[src/rtl/vpu_pkg.sv]
// ============================================================================
// vpu_pkg : opcodes, FSM encoding and command record shared by the VPU blocks
// Rev 1.0
// ============================================================================
`default_nettype none

package vpu_pkg;

    localparam int unsigned VPU_DATA_W = 32;
    localparam int unsigned VPU_OP_W   = 10;
    localparam int unsigned VPU_ADDR_W = 10;
    localparam int unsigned VPU_LEN_W  = 10;

    localparam int unsigned VPU_OP_ADD    = 0;
    localparam int unsigned VPU_OP_SUB    = 1;
    localparam int unsigned VPU_OP_RELU   = 2;
    localparam int unsigned VPU_OP_MUL    = 3;
    localparam int unsigned VPU_OP_D_RELU = 4;

    localparam logic [1:0] S_IDLE  = 2'd0;
    localparam logic [1:0] S_ISSUE = 2'd1;
    localparam logic [1:0] S_DRAIN = 2'd2;

    typedef enum logic [1:0] {
        ST_IDLE  = S_IDLE,
        ST_ISSUE = S_ISSUE,
        ST_DRAIN = S_DRAIN
    } vpu_state_e;

    typedef struct packed {
        logic [VPU_OP_W-1:0]   opcode;
        logic [VPU_ADDR_W-1:0] src0;
        logic [VPU_ADDR_W-1:0] src1;
        logic [VPU_ADDR_W-1:0] dst;
        logic [VPU_LEN_W-1:0]  len;
        logic                  scalar;
        logic [VPU_DATA_W-1:0] imm;
    } vpu_cmd_t;

    // Leading-zero count of a 27-bit mantissa frame; 27 when the input is zero.
    function automatic logic [4:0] lzc27(input logic [26:0] v);
        logic [4:0] n;
        n = 5'd27;
        for (int i = 0; i < 27; i++) begin
            if (v[i]) n = 5'(26 - i);
        end
        return n;
    endfunction

endpackage

`default_nettype wire

[src/rtl/vpu_op.sv]
// ============================================================================
// vpu_op : combinational FP32 element datapath (ADD/SUB/RELU/MUL/D_RELU)
// Rev 1.0
// ============================================================================
`default_nettype none

module vpu_op
    import vpu_pkg::*;
#(
    parameter int DATA_W = 32,
    parameter int OP_W   = 10
) (
    input  logic              start,
    input  logic [OP_W-1:0]   opcode,
    input  logic [DATA_W-1:0] op_a,
    input  logic [DATA_W-1:0] op_b,
    output logic [DATA_W-1:0] result
);

    localparam logic [31:0] C_QNAN = 32'h7fc0_0000;
    localparam logic [31:0] C_ONE  = 32'h3f80_0000;

    // Denormals are flushed to zero on input and output; round to nearest even.
    function automatic logic [31:0] fp_add(input logic [31:0] a, input logic [31:0] b);
        logic        sl, ss;
        logic [7:0]  ea, eb, el, es, d;
        logic [23:0] ml, ms, mr_m;
        logic [5:0]  sh;
        logic [49:0] wide;
        logic [26:0] al, asm;
        logic [27:0] s;
        logic [4:0]  lz;
        logic signed [9:0] e;
        logic        rnd;
        logic [24:0] mr;
        ea = a[30:23];
        eb = b[30:23];
        if (ea == 8'hFF) begin
            if (a[22:0] != 23'd0 || (eb == 8'hFF && (b[22:0] != 23'd0 || a[31] != b[31])))
                return C_QNAN;
            return a;
        end
        if (eb == 8'hFF) return b;
        if ({ea, a[22:0]} >= {eb, b[22:0]}) begin
            sl = a[31]; el = ea; ml = (ea == 8'd0) ? 24'd0 : {1'b1, a[22:0]};
            ss = b[31]; es = eb; ms = (eb == 8'd0) ? 24'd0 : {1'b1, b[22:0]};
        end else begin
            sl = b[31]; el = eb; ml = (eb == 8'd0) ? 24'd0 : {1'b1, b[22:0]};
            ss = a[31]; es = ea; ms = (ea == 8'd0) ? 24'd0 : {1'b1, a[22:0]};
        end
        d    = el - es;
        sh   = (d > 8'd49) ? 6'd49 : d[5:0];
        wide = {ms, 26'd0} >> sh;
        asm  = {wide[49:24], |wide[23:0]};
        al   = {ml, 3'b000};
        if (sl == ss) s = {1'b0, al} + {1'b0, asm};
        else          s = {1'b0, al} - {1'b0, asm};
        if (s == 28'd0) return 32'd0;
        e = $signed({2'b00, el});
        if (s[27]) begin
            s = {1'b0, s[27:2], s[1] | s[0]};
            e = e + 10'sd1;
        end else begin
            lz = lzc27(s[26:0]);
            s  = s << lz;
            e  = e - $signed({5'd0, lz});
        end
        mr_m = s[26:3];
        rnd  = s[2] & (s[1] | s[0] | s[3]);
        mr   = {1'b0, mr_m} + {24'd0, rnd};
        if (mr[24]) begin
            mr = {1'b0, mr[24:1]};
            e  = e + 10'sd1;
        end
        if (e <= 10'sd0)   return {sl, 31'd0};
        if (e >= 10'sd255) return {sl, 8'hFF, 23'd0};
        return {sl, e[7:0], mr[22:0]};
    endfunction

    function automatic logic [31:0] fp_mul(input logic [31:0] a, input logic [31:0] b);
        logic        sg, g, st, rnd;
        logic [7:0]  ea, eb;
        logic [23:0] ma, mb, m;
        logic [47:0] p;
        logic signed [9:0] e;
        logic [24:0] mr;
        sg = a[31] ^ b[31];
        ea = a[30:23];
        eb = b[30:23];
        if ((ea == 8'hFF && a[22:0] != 23'd0) || (eb == 8'hFF && b[22:0] != 23'd0))
            return C_QNAN;
        if (ea == 8'hFF || eb == 8'hFF)
            return (ea == 8'd0 || eb == 8'd0) ? C_QNAN : {sg, 8'hFF, 23'd0};
        if (ea == 8'd0 || eb == 8'd0) return {sg, 31'd0};
        ma = {1'b1, a[22:0]};
        mb = {1'b1, b[22:0]};
        p  = {24'd0, ma} * {24'd0, mb};
        e  = $signed({2'b00, ea}) + $signed({2'b00, eb}) - 10'sd127;
        if (p[47]) begin
            m = p[47:24]; g = p[23]; st = |p[22:0];
            e = e + 10'sd1;
        end else begin
            m = p[46:23]; g = p[22]; st = |p[21:0];
        end
        rnd = g & (st | m[0]);
        mr  = {1'b0, m} + {24'd0, rnd};
        if (mr[24]) begin
            mr = {1'b0, mr[24:1]};
            e  = e + 10'sd1;
        end
        if (e <= 10'sd0)   return {sg, 31'd0};
        if (e >= 10'sd255) return {sg, 8'hFF, 23'd0};
        return {sg, e[7:0], mr[22:0]};
    endfunction

    always_comb begin
        result = '0;
        if (start) begin
            case (opcode)
                OP_W'(VPU_OP_ADD):    result = fp_add(op_a, op_b);
                OP_W'(VPU_OP_SUB):    result = fp_add(op_a, {~op_b[31], op_b[30:0]});
                OP_W'(VPU_OP_MUL):    result = fp_mul(op_a, op_b);
                OP_W'(VPU_OP_RELU):   result = op_a[31] ? '0 : op_a;
                OP_W'(VPU_OP_D_RELU): result = (!op_a[31] && op_a[30:0] != 31'd0) ? C_ONE : '0;
                default:              result = '0;
            endcase
        end
    end

endmodule

`default_nettype wire

[src/rtl/vpu_ctrl.sv]
// ============================================================================
// vpu_ctrl : vector command sequencer, scratchpad read -> vpu_op -> write back
// Optional feature macro: VPU_CTRL_SCALAR_EN (operand1 taken from cmd_imm)
// Rev 1.0
// ============================================================================
`default_nettype none

module vpu_ctrl
    import vpu_pkg::*;
#(
    parameter int DATA_W = 32,
    parameter int OP_W   = 10,
    parameter int ADDR_W = 10,
    parameter int LEN_W  = 10
) (
    input  logic              clk,
    input  logic              rst_n,
    input  logic              cmd_valid,
    output logic              cmd_ready,
    input  logic [OP_W-1:0]   cmd_opcode,
    input  logic [ADDR_W-1:0] cmd_src0,
    input  logic [ADDR_W-1:0] cmd_src1,
    input  logic [ADDR_W-1:0] cmd_dst,
    input  logic [LEN_W-1:0]  cmd_len,
    input  logic              cmd_scalar,
    input  logic [DATA_W-1:0] cmd_imm,
    output logic              rd_en,
    output logic [ADDR_W-1:0] rd_addr0,
    output logic [ADDR_W-1:0] rd_addr1,
    input  logic [DATA_W-1:0] rd_data0,
    input  logic [DATA_W-1:0] rd_data1,
    output logic              wr_en,
    output logic [ADDR_W-1:0] wr_addr,
    output logic [DATA_W-1:0] wr_data,
    output logic              busy,
    output logic              done
);

    vpu_state_e        state_q, state_d;
    logic [LEN_W-1:0]  cnt_q, cnt_d;
    logic              drain_q, drain_d;
    logic [OP_W-1:0]   opcode_q, opcode_d;
    logic [ADDR_W-1:0] src0_q, src0_d;
    logic [ADDR_W-1:0] src1_q, src1_d;
    logic [ADDR_W-1:0] dst_q, dst_d;
    logic [LEN_W-1:0]  len_q, len_d;

    logic              v1_q, v1_d;
    logic [ADDR_W-1:0] waddr1_q, waddr1_d;
    logic              wr_en_q, wr_en_d;
    logic [ADDR_W-1:0] wr_addr_q, wr_addr_d;
    logic [DATA_W-1:0] wr_data_q, wr_data_d;

    logic              accept;
    logic              issue;
    logic [DATA_W-1:0] operand1;
    logic [DATA_W-1:0] op_res;

    assign cmd_ready = (state_q == ST_IDLE);
    assign accept    = cmd_valid && cmd_ready;
    assign issue     = (state_q == ST_ISSUE);
    assign busy      = (state_q != ST_IDLE);
    // Second DRAIN cycle coincides with the last write (or the only cycle for len 0).
    assign done      = (state_q == ST_DRAIN) && drain_q;

    always_comb begin
        state_d  = state_q;
        cnt_d    = cnt_q;
        drain_d  = drain_q;
        opcode_d = opcode_q;
        src0_d   = src0_q;
        src1_d   = src1_q;
        dst_d    = dst_q;
        len_d    = len_q;
        case (state_q)
            ST_IDLE: begin
                if (accept) begin
                    opcode_d = cmd_opcode;
                    src0_d   = cmd_src0;
                    src1_d   = cmd_src1;
                    dst_d    = cmd_dst;
                    len_d    = cmd_len;
                    cnt_d    = '0;
                    if (cmd_len == '0) begin
                        state_d = ST_DRAIN;
                        drain_d = 1'b1;
                    end else begin
                        state_d = ST_ISSUE;
                        drain_d = 1'b0;
                    end
                end
            end
            ST_ISSUE: begin
                cnt_d = cnt_q + LEN_W'(1);
                if (cnt_q == len_q - LEN_W'(1)) begin
                    state_d = ST_DRAIN;
                    drain_d = 1'b0;
                end
            end
            ST_DRAIN: begin
                if (drain_q) begin
                    state_d = ST_IDLE;
                    drain_d = 1'b0;
                end else begin
                    drain_d = 1'b1;
                end
            end
            default: begin
                state_d = ST_IDLE;
                drain_d = 1'b0;
            end
        endcase
    end

    assign rd_en    = issue;
    assign rd_addr0 = issue ? (src0_q + ADDR_W'(cnt_q)) : '0;
    assign rd_addr1 = issue ? (src1_q + ADDR_W'(cnt_q)) : '0;

`ifdef VPU_CTRL_SCALAR_EN
    logic              scalar_q, scalar_d;
    logic [DATA_W-1:0] imm_q, imm_d;

    always_comb begin
        scalar_d = scalar_q;
        imm_d    = imm_q;
        if (accept) begin
            scalar_d = cmd_scalar;
            imm_d    = cmd_imm;
        end
    end

    always_ff @(posedge clk or negedge rst_n) begin
        if (!rst_n) begin
            scalar_q <= 1'b0;
            imm_q    <= '0;
        end else begin
            scalar_q <= scalar_d;
            imm_q    <= imm_d;
        end
    end

    // rd_addr1 keeps stepping in scalar mode; its returned data is simply unused.
    assign operand1 = scalar_q ? imm_q : rd_data1;
`else
    logic unused_scalar;
    assign unused_scalar = ^{cmd_scalar, cmd_imm};
    assign operand1      = rd_data1;
`endif

    vpu_op #(
        .DATA_W (DATA_W),
        .OP_W   (OP_W)
    ) u_vpu_op (
        .start  (v1_q),
        .opcode (opcode_q),
        .op_a   (rd_data0),
        .op_b   (operand1),
        .result (op_res)
    );

    always_comb begin
        v1_d      = issue;
        waddr1_d  = dst_q + ADDR_W'(cnt_q);
        wr_en_d   = v1_q;
        wr_addr_d = v1_q ? waddr1_q : '0;
        wr_data_d = op_res;
    end

    assign wr_en   = wr_en_q;
    assign wr_addr = wr_addr_q;
    assign wr_data = wr_data_q;

    always_ff @(posedge clk or negedge rst_n) begin
        if (!rst_n) begin
            state_q   <= ST_IDLE;
            cnt_q     <= '0;
            drain_q   <= 1'b0;
            opcode_q  <= '0;
            src0_q    <= '0;
            src1_q    <= '0;
            dst_q     <= '0;
            len_q     <= '0;
            v1_q      <= 1'b0;
            waddr1_q  <= '0;
            wr_en_q   <= 1'b0;
            wr_addr_q <= '0;
            wr_data_q <= '0;
        end else begin
            state_q   <= state_d;
            cnt_q     <= cnt_d;
            drain_q   <= drain_d;
            opcode_q  <= opcode_d;
            src0_q    <= src0_d;
            src1_q    <= src1_d;
            dst_q     <= dst_d;
            len_q     <= len_d;
            v1_q      <= v1_d;
            waddr1_q  <= waddr1_d;
            wr_en_q   <= wr_en_d;
            wr_addr_q <= wr_addr_d;
            wr_data_q <= wr_data_d;
        end
    end

endmodule

`default_nettype wire

[config.mk]
export PLATFORM = sky130hd
export DESIGN_NAME = vpu_ctrl
export DESIGN_NICKNAME = d
export VERILOG_FILES = /design/src/rtl/vpu_pkg.sv /design/src/rtl/vpu_op.sv /design/src/rtl/vpu_ctrl.sv
export SDC_FILE = /design/constraint.sdc
export NUM_CORES = 2
export LEC_CHECK = 0
export CORE_MARGIN = 1.5
export CORE_UTILIZATION = 45
export DETAILED_ROUTE_END_ITERATION = 16
export DONT_BUFFER_PORTS = 1
export PLACE_DENSITY = 0.69
export REMOVE_ABC_BUFFERS = 1
export SYNTH_ARGS = -nofsm -noshare
export SYNTH_HDL_FRONTEND = slang
export SYNTH_SLANG_ARGS = --single-unit
export TNS_END_PERCENT = 100
[constraint.sdc]
create_clock -name clk -period 7.4 [get_ports clk]
set_input_delay 1.48 -clock clk [delete_from_list [all_inputs] [get_ports clk]]
set_output_delay 1.48 -clock clk [all_outputs]
set_load 0.03 [all_outputs]
# ---- Yosys cells after proc, flatten, opt, wreduce, memory -nomap -nowiden
# Index checks and enable logic that the tools add are counted.
dict set report totals {
  elab_cells 460
  reg_bits 117
  inputBits 150
  out_inout_bits 67
}
dict set report op_classes {
  order_cmp 9
  reduce_logical 35
  n_shift 4
  eq_ne 16
  add_sub_neg 24
  mul 1
  mux 346
  bitwise 12
}
# op n
set op_table {}
lappend op_table {{32-bit two-way mux} 42}
lappend op_table {{24-bit two-way mux} 26}
lappend op_table {{10-bit two-way mux} 40}
lappend op_table {{27-bit two-way mux} 12}
lappend op_table {{28-bit two-way mux} 10}
lappend op_table {{5-bit two-way mux} 44}
lappend op_table {{32-bit case mux with 5 select lines} 1}
lappend op_table {{8-bit two-way mux} 18}
lappend op_table {{1-bit two-way mux} 119}
lappend op_table {{50-bit by 6-bit >> shifter with 50-bit output} 2}
lappend op_table {{24-bit by 1-bit adder with 25-bit output} 3}
lappend op_table {{23-bit two-way mux} 3}
lappend op_table {{4-bit two-way mux} 16}
lappend op_table {{27-bit by 27-bit adder with 28-bit output} 2}
lappend op_table {{28-bit logical NOT} 2}
lappend op_table {{28-bit by 5-bit << shifter with 27-bit output} 2}
lappend op_table {{27-bit by 27-bit subtractor with 28-bit output} 2}
lappend op_table {{24-bit by 24-bit multiplier with 48-bit output} 1}
lappend op_table {{24-bit OR reduction} 2}
lappend op_table {{23-bit nonzero test} 2}
lappend op_table {{10-bit by 2-bit adder with 10-bit output (second input constant)} 4}
lappend op_table {{31-bit >= comparator} 1}
lappend op_table {{31-bit two-way mux} 1}
lappend op_table {{31-bit nonzero test} 1}
lappend op_table {{43 further kinds} 91}

# ---- Logic depth before layout (Yosys ltp)
dict set report logic_depth {
  word_depth 92
  ltp_mapped 71
  mapped_depth_nobuf 61
}

# ---- Modules after synthesis
# A second synthesis with hierarchy kept.
dict set report hier_totals {
  cells_unflattened 6084
  area_unflattened_um2 45322.2
}
# mod area_per_inst_um2 cells_per_inst instances
set by_module_without_submodules {}
lappend by_module_without_submodules {vpu_op 39786.9 5520 1}
lappend by_module_without_submodules {vpu_ctrl 5535.3 564 1}

# ---- Worst setup path after synthesis
# No wires, ideal clock.
dict set report synth_timing {
  path_type {input port to flip-flop}
  from {input port rd_data1[8]}
  to {register wr_data_q[4], in the netlist wr_data[4]}
  path_buffers 10
  t_arrival_ns 14.141
  stages 60
  setup_ns 0.082
  slack_ns -6.823
  path_cell_list {clkbuf_1 clkbuf_1 inv_1 ha_1 a21oi_1 o21ai_0 a221oi_1 a211o_1 nand2_2 buf_4 mux2_2 a22oi_2 o311ai_4 buf_6 nor3_2 clkbuf_1 o31ai_1 a2111o_1 [24 not listed] a21o_1 a21oi_1 xor2_1 o21ai_1 nor2b_1 mux2i_1 a32o_1 and4b_1 nor3b_1 nor4b_1 a211o_1 a211o_1 nor3_2 and2_1 buf_4 buf_6 o221ai_2 a31oi_1}
}
dict set report synth_via {
  elab_chain_len 82
  word_cells_on_any_way 356
  classes_between {16 x add/sub; 1 x mul; 9 x order compare; 2 x eq/ne; 4 x shift; 299 x mux; 10 x bitwise; 15 x reduce/logical}
}
# item line_no
set synth_rtl {}
lappend synth_rtl {{start: declaration} vpu_ctrl.sv:31} ;# input logic [DATA_W-1:0] rd_data1,
lappend synth_rtl {{31-bit >= comparator} vpu_op.sv:44} ;# if ({ea, a[22:0]} >= {eb, b[22:0]}) begin
lappend synth_rtl {{8-bit two-way mux (2 in series)} vpu_op.sv:44}
lappend synth_rtl {{8-bit two-way mux} vpu_op.sv:43} ;# if (eb == 8'hFF) return b;
lappend synth_rtl {{8-bit two-way mux} vpu_op.sv:119} ;# case (opcode)
lappend synth_rtl {{8-bit two-way mux} vpu_op.sv:118} ;# if (start) begin
lappend synth_rtl {{8-bit subtractor} vpu_op.sv:51} ;# d = el - es;
lappend synth_rtl {{8-bit by 6-bit > comparator with 1-bit output} vpu_op.sv:52} ;# sh = (d > 8'd49) ? 6'd49 : d[5:0];
lappend synth_rtl {{6-bit two-way mux} vpu_op.sv:52}
lappend synth_rtl {{[66 not listed]} -}
lappend synth_rtl {{32-bit two-way mux} vpu_op.sv:77} ;# return {sl, e[7:0], mr[22:0]};
lappend synth_rtl {{32-bit two-way mux} vpu_op.sv:76} ;# if (e >= 10'sd255) return {sl, 8'hFF, 23'd0};
lappend synth_rtl {{32-bit two-way mux} vpu_op.sv:59} ;# e = $signed({2'b00, el});
lappend synth_rtl {{32-bit two-way mux} vpu_op.sv:44}
lappend synth_rtl {{32-bit two-way mux} vpu_op.sv:43}
lappend synth_rtl {{32-bit case mux with 5 select lines (*)} vpu_op.sv:119}
lappend synth_rtl {{32-bit two-way mux (*)} vpu_op.sv:118}
lappend synth_rtl {{named net op_res[4]} vpu_ctrl.sv:57} ;# logic [DATA_W-1:0] op_res;
lappend synth_rtl {{end signal: assignment} vpu_ctrl.sv:201} ;# wr_data_q <= wr_data_d;
lappend synth_rtl {{end: declaration} vpu_ctrl.sv:52} ;# logic [DATA_W-1:0] wr_data_q, wr_data_d;
# Mark *: on every way through the listed nets, which the timed path passes. The rest lies on a longest branch. The select of a mux whose other input is x is not followed.
# A chain may end at the register's enable or synchronous reset.

# ---- Final worst setup path
dict set report layout_timing {
  from {input port rd_data1[28]}
  to {register wr_data_q[18], in the netlist wr_data[18]}
}
# Same word-level chain as after synthesis.

==> summary.md <==
| Metric | Value |
|---|---|
| Most frequent cells in the layout | `buf_4, nand2_1, inv_1, fa_1, nor2_1` |
| Share of synthesized registers carrying an async set or reset | `100%` |
| Port buffer count | `0` |
| Clk_skew | `0.0116 ns` |
| Maximum fanout along the worst path | `7` |
| Routed len/inst | `23.2 µm` |
| Global routing usage on met2 | `58.5%` |
| H-tree lvl count | `4` |
| Area occupied by multi-input gates | `40,000 µm²` |
| Final #Nets | `8,166` |
| Initial antenna violation count | `3` |
| Synth top area cells | `fa_1, ha_1, nand2_1` |
| FF-to-FF Start | `opcode_q[6]$_DFFE_PN0P_` |
| Worst hold path class | `register to register` |
| Residual DRC | `0` |
| Flops & latches, synth | `117` |
| Sequential area share after synthesis | `6.56%` |
| DR pass1 iterations | `7` |
| Worst setup SP type | `input port` |
| CTS Sinks | `117` |
| Chip height | `318 µm` |
| Start point of the critical path | `rd_data1[28]` |
| Fmax | `0.0776 GHz` |
| Worst skew pair latency | `0.44 ns` |
| Synthesis Warnings | `0` |
| Final Max Slew Viols | `0` |
| Gr ovfl total | `0` |
| Hold_buf cts | `0` |
| Final Hold Vio Count | `0` |
| Worst slew pin tran | `1.28 ns` |
| Post-Synth Adder-Cell Area | `31.2%` |
| RR Endpoint | `wr_data[1]$_DFF_PN0_` |
| MaxCap Viol Count | `0` |
| Register Area | `2930 µm²` |
| Die ar. | `101,000 µm²` |
| Crit path DAT | `13.24 ns` |
| Status | `complete, but fails checks` |
| Die W | `318 µm` |
| DP Wirelength | `155 mm` |
| IO Pins | `217` |
| Final-layout fill cell count | `8,689` |
| Gp weighted congestion | `1.07` |
| Cell area after synthesis | `44,600 µm²` |
| Failing checks | `negative setup slack` |
| Critical Path Max Stage Delay | `0.64 ns` |
| Final core utilization | `61.3%` |
| Synthesis-to-finish area growth | `35.0%` |
| Main flop type after synthesis | `dfrtp_1` |
| Synthesized area per cell | `7.54 µm²` |
| Iteration-0 DRC Markers | `5,568` |
| R2r worst-path depth | `8` |
| Clk slew on worst S/H paths | `0.07 ns` |
| Most common cell after layout, fill and taps aside | `buf_4` |
| Setup violators final | `32` |
| CP required | `7.75 ns` |
| Synth Area in Compound Gates | `22.3%` |
| Synth unique cells | `128` |
| Crit path capture | `wr_data[18]$_DFF_PN0_` |
| Core box area | `98,300 µm²` |
| Setup crit end kind | `register` |
| Initial core utilization | `45.4%` |
| Vias/cell | `6.09` |
| Slew margin rel. | `13.7%` |
| Gr usage total | `37.7%` |
| Post-layout minimum cycle time | `12.89 ns` |
| First-pass GRT wire length | `298 mm` |
| Post-synth EDFFs | `0` |
| Cells after Synth | `5,919` |
| Fin Hold WS | `0.451 ns` |
| GR Util met1 | `46.5%` |
| Pin count of the biggest net entering global routing | `118` |
| Cell taking the most area after synthesis | `fa_1` |
| Std-Cell Rows | `115` |
| XOR/XNOR share of the synthesized area | `5.04%` |
| CTS Buf Count | `17` |
| Clock Path Buffers | `2` |
| Kind of critical path | `input port to register` |
| Root Driver | `clkbuf_16` |
| Met3 usage | `9.70%` |
| Final Cycle Share | `174%` |
| Post-Route WL | `197 mm` |
| RSZ-0062 raised after global routing | `true` |
| Final ANT Viol Nets | `0` |
| Fin worst setup slack | `-5.49 ns` |
| Largest family of logic cells by synthesized area | `adder cells` |
| Grt peak-use layer | `met2` |
| Vias in the first global route | `51,891` |
| Yosys top cell area share | `21.9%` |
| FF-to-FF setup slack | `3.90 ns` |
| CP max-delay cell | `or4b_2` |
| Simple-Gate Fraction of Synth Area | `23.3%` |
| Total number of vias | `51,776` |
| TritonCTS clock tree | `yes` |
| Setup TNS | `-170.22 ns` |
| Layout cells sized above 1 | `29.6%` |
| Mux share of post-synthesis cell area | `2.44%` |
## synthesized netlist by cell type (all sizes together), types with 78 or more instances
cell and n:
dfrtp 117, a21o 78, ha 331, o21ai 254
nor3 134, fa 489, a21oi 296, xor2 79
buf 85, xnor2 176, nand2 835, nand3 167
clkbuf 260, nor2 445, and2 238, inv 702
## cells by family after synthesis
logic type               after synthesis
AND/OR/NAND/NOR                     2174
AO/OA/AOI/OAI                       1398
buffers and inverters               1052
adder cells (fa/ha/maj)              820
XOR/XNOR                             255
flip-flops                           117
multiplexers                         103
## what timing repair did
action | CTS | global route
cloned | 1 | 4
endpoints found under the setup margin | 32 | 32
buffers inserted | 80 | 67
pin swaps | 105 | 167
resized for setup | 208 | 292
## state kept, by name (all words and copies together), names as in the netlist
register  count
wr_data      32
cnt_q        10
dst_q        10
len_q        10
opcode_q     10
src0_q       10
src1_q       10
waddr1_q     10
wr_addr      10
state_q       2
drain_q       1
v1_q          1
wr_en         1
## area by class of cell
| cell class | instances | share of cell area (%) |
|---|---|---|
| multi-input combinational | 4750 | 66.4 |
| antenna | 2 | 0.00831 |
| timing repair buffer | 1603 | 20.7 |
| tap | 1287 | 2.67 |
| inverter | 707 | 4.42 |
| sequential | 117 | 4.86 |
| clock buffer | 20 | 0.758 |
| clock inverter | 12 | 0.212 |
## metrics by stage
stage / cells / worst slack, ns / cell area (µm²)
after detailed placement: 8314 / -6.77 / 55900
after global placement: 8314 / -6.49 / 55900
after CTS: 8427 / -5.23 / 58100
final: 8498 / -5.49 / 60200
after global routing: 8496 / -5.88 / 60200
after floorplan: 5574 / -9.00 / 43200
## layer usage
metal | part of all wire (%) | vias up | wire length, µm
met5 | 0.0086 | - | 17
met4 | 7.8 | 2 | 15400
met3 | 12 | 873 | 22900
met2 | 43 | 3078 | 85300
met1 | 37 | 24914 | 73800
li1 | - | 22909 | -
## worst max-delay path: cells and delay by family
family          cells  cell delay, ns
buf+inv            19            2.34
simple gates       20            4.55
xor+xnor            2            0.48
fa+ha+maj           4            1.00
compound gates     17            3.36
## worst min path at each step
stage          cells past startpoint                   from  slack [ns]              endpoint
2_1_floorplan                      1  waddr1_q[0]$_DFF_PN0_        0.43  wr_addr[0]$_DFF_PN0_
3_3_place_gp                       1  waddr1_q[1]$_DFF_PN0_        0.44  wr_addr[1]$_DFF_PN0_
3_5_place_dp                       1  waddr1_q[0]$_DFF_PN0_        0.44  wr_addr[0]$_DFF_PN0_
4_1_cts                            1  waddr1_q[0]$_DFF_PN0_        0.45  wr_addr[0]$_DFF_PN0_
5_1_grt                            1  waddr1_q[1]$_DFF_PN0_        0.47  wr_addr[1]$_DFF_PN0_
6_report                           1  waddr1_q[1]$_DFF_PN0_        0.45  wr_addr[1]$_DFF_PN0_
Power is left out: the tool's default activity adds up to more than one toggle a clock period on the data nets, which glitch-free logic cannot reach.
==> patch: new RTL, same flow settings <==
Add a define of `VPU_CTRL_SCALAR_EN`.
--- a/src/rtl/vpu_ctrl.sv
+++ b/src/rtl/vpu_ctrl.sv
@@ -4,6 +4,8 @@
 // Rev 1.0
 // ============================================================================
 `default_nettype none
+
+`define VPU_CTRL_SCALAR_EN
 
 module vpu_ctrl
     import vpu_pkg::*;
Check against the original RTL: not settled (the Yosys comparison gave no result); the edit may change what the design does.
==> patch against the original RTL <==
Worst setup slack got worse by 0.68 ns; core utilization is 0.79 points higher; critical path depth up 1; area after synthesis grew 2.5%; wire length up 11%; hold slack got worse by 0.019 ns; fmax fell by 5.0%; design area rose by 3.5%; first-iteration DRC count shrank 1.4%; sequential cell count rose by 33; the run still ends with setup timing left.
Power is left out: the tool's default activity adds up to more than one toggle a clock period on the data nets, which glitch-free logic cannot reach.
==> patch: results (changes against the original RTL) <==
| Metric | Value |
|---|---|
| Insertion delay to the later sink of the worst-skew pair | 0.53 ns (+0.09 ns) |
| Placed Instance Area | 58400 um2 (+4.4%) |
| Slew margin rel. | 21.7% (+8.1 points) |
| Vias in the first global route | 53000 (+2.1%) |
| Arrival time at the worst endpoint | 13.97 ns (+0.73 ns) |
| Inst Count DP | 8585 (+3.3%) |
| Reg-to-reg setup timing slack | -6.13 ns (-10.03 ns) |
| CTS Root Cell | clkbuf_16 |
| Cts bufs inserted | 17 (unchanged) |
| DPL Wire Length | 172000 um (+11%) |
| CP max stage delay | 0.52 ns (-0.12 ns) |
| Most frequent cells after synthesis | nand2_1 (702), inv_1 (695), fa_1 (489) |
| Vias per Instance | 6.03 (-0.98%) |
| Largest net degree at the start of global routing | 151 (+28%) |
| Final setup viols | 32 (unchanged) |
| Seq/Total Area, Yosys | 8.21% (+1.6 points) |
| Clock buffer depth | 2 (unchanged) |
| Yosys cell types | 114 (-11%) |
| HP Class | flop to flop |
| Filler cell count | 9121 (+5.0%) |
| GRT Util Overall | 41.6% (+3.9 points) |
| WL/cell | 24.9 um (+7.3%) |
| Global-route wire length before repair | 324000 um (+8.9%) |
| Layout cells sized above 1 | 30.9% (+1.3 points) |
| Clk slew on worst S/H paths | 0.12 ns (+0.05 ns) |
| First DRT Iteration DRCs | 5491 (-1.4%) |
| Synth top area cells | fa_1 (21%), ha_1 (9.1%), dfrtp_1 (8.2%) |
| Failing checks | setup timing |
| Final Skew | 0.0481 ns (+0.0365 ns) |
| PortBufs | 0 (unchanged) |
| Fin nets | 8358 (+2.4%) |
| DRT Pass-1 Iters | 13 (+6) |
| Initial antenna violation count | 8 (+5) |
| Mapped Cells | 5959 (+0.68%) |
| H-tree depth | 4 (unchanged) |
| CP max FO | 7 (unchanged) |
| Slowest stage cell, crit path | or4_1 |
| DRT Wirelength | 218000 um (+11%) |
| Outcome | finished with violations |
| Family with the most delay on the worst path | compound AO/OA/AOI/OAI gates |
| Final setup margin | -6.18 ns (-0.681 ns) |
| FFs w/ async S/R, synth | 100% (unchanged) |
| Reg2reg path depth | 65 (+57) |
| Critical Setup Path Class | input pin to flop |
| RD Place Congestion | 1.03 (-4.5%) |
## patch: cell count changes in the layout (fill, tap and decap cells not counted), sizes merged, moves of 16 or more
cell	delta
a21o	-16
a21oi	-27
a221oi	-24
buf	+142
dfrtp	+33
mux2	+85
nand2	-131
nand3	-17
nor2	+21
nor3	+26
o21ai	+46
or2	+19
## patch: final timing paths
check	to	start
worst max register to register	wr_data[17]	scalar_q
max in group asynchronous	src1_q[8]	rst_n
worst min-delay path	wr_addr[4]	waddr1_q[4]
worst min register to register	wr_addr[4]	waddr1_q[4]
worst max-delay path	wr_data[17]	rd_data1[1]
min in group asynchronous	imm_q[4]	rst_n
## patch: cell families (layout without fill, tap and decap cells)
group,after synthesis,in the layout,share of synthesized area [%]
AND/OR/NAND/NOR,2128,2128,22.4
buffers and inverters,1037,2476,8.72
other,0,7,0
multiplexers,194,194,4.63
XOR/XNOR,259,259,4.96
flip-flops,150,150,8.21
adder cells (fa/ha/maj),823,823,30.5
AO/OA/AOI/OAI,1368,1368,20.6
## patch: metrics by stage
stage	util, %	TNS (ns)	worst slack [ns]	hold WS [ns]
floorplan	-	-351.10	-11.78	0.434
global placement	58.2	-228.96	-7.32	0.441
detailed placement	58.2	-240.71	-7.71	0.446
CTS	60.4	-186.53	-6.02	0.441
global route	62.1	-206.06	-6.64	0.456
finish	62.1	-189.92	-6.18	0.431
## patch: final cells by class
type	instances	area share, %
Multi-Input combinational cell	4772	64.3
Timing Repair Buffer	1742	21.6
Sequential cell	150	6.02
Inverter	702	4.28
Tap cell	1357	2.72
Clock buffer	17	0.682
Clock inverter	15	0.327
Antenna cell	7	0.0281
## patch: metal layers
metal,share of wire [%],wire (um),vias up,track usage (%)
li1,-,-,23400,-
met1,40,87400,25800,54.1
met2,42,92700,2986,62.7
met3,11,25000,697,11.7
met4,6.0,13100,10,21.2
met5,0.10,218,-,1.23
## patch: timing repair
item                                    in CTS  in global routing
gates resized for setup                    228                243
gates cloned                                 0                  1
buffers inserted                            79                 63
pin swaps                                  113                136
endpoints found under the setup margin      32                 32
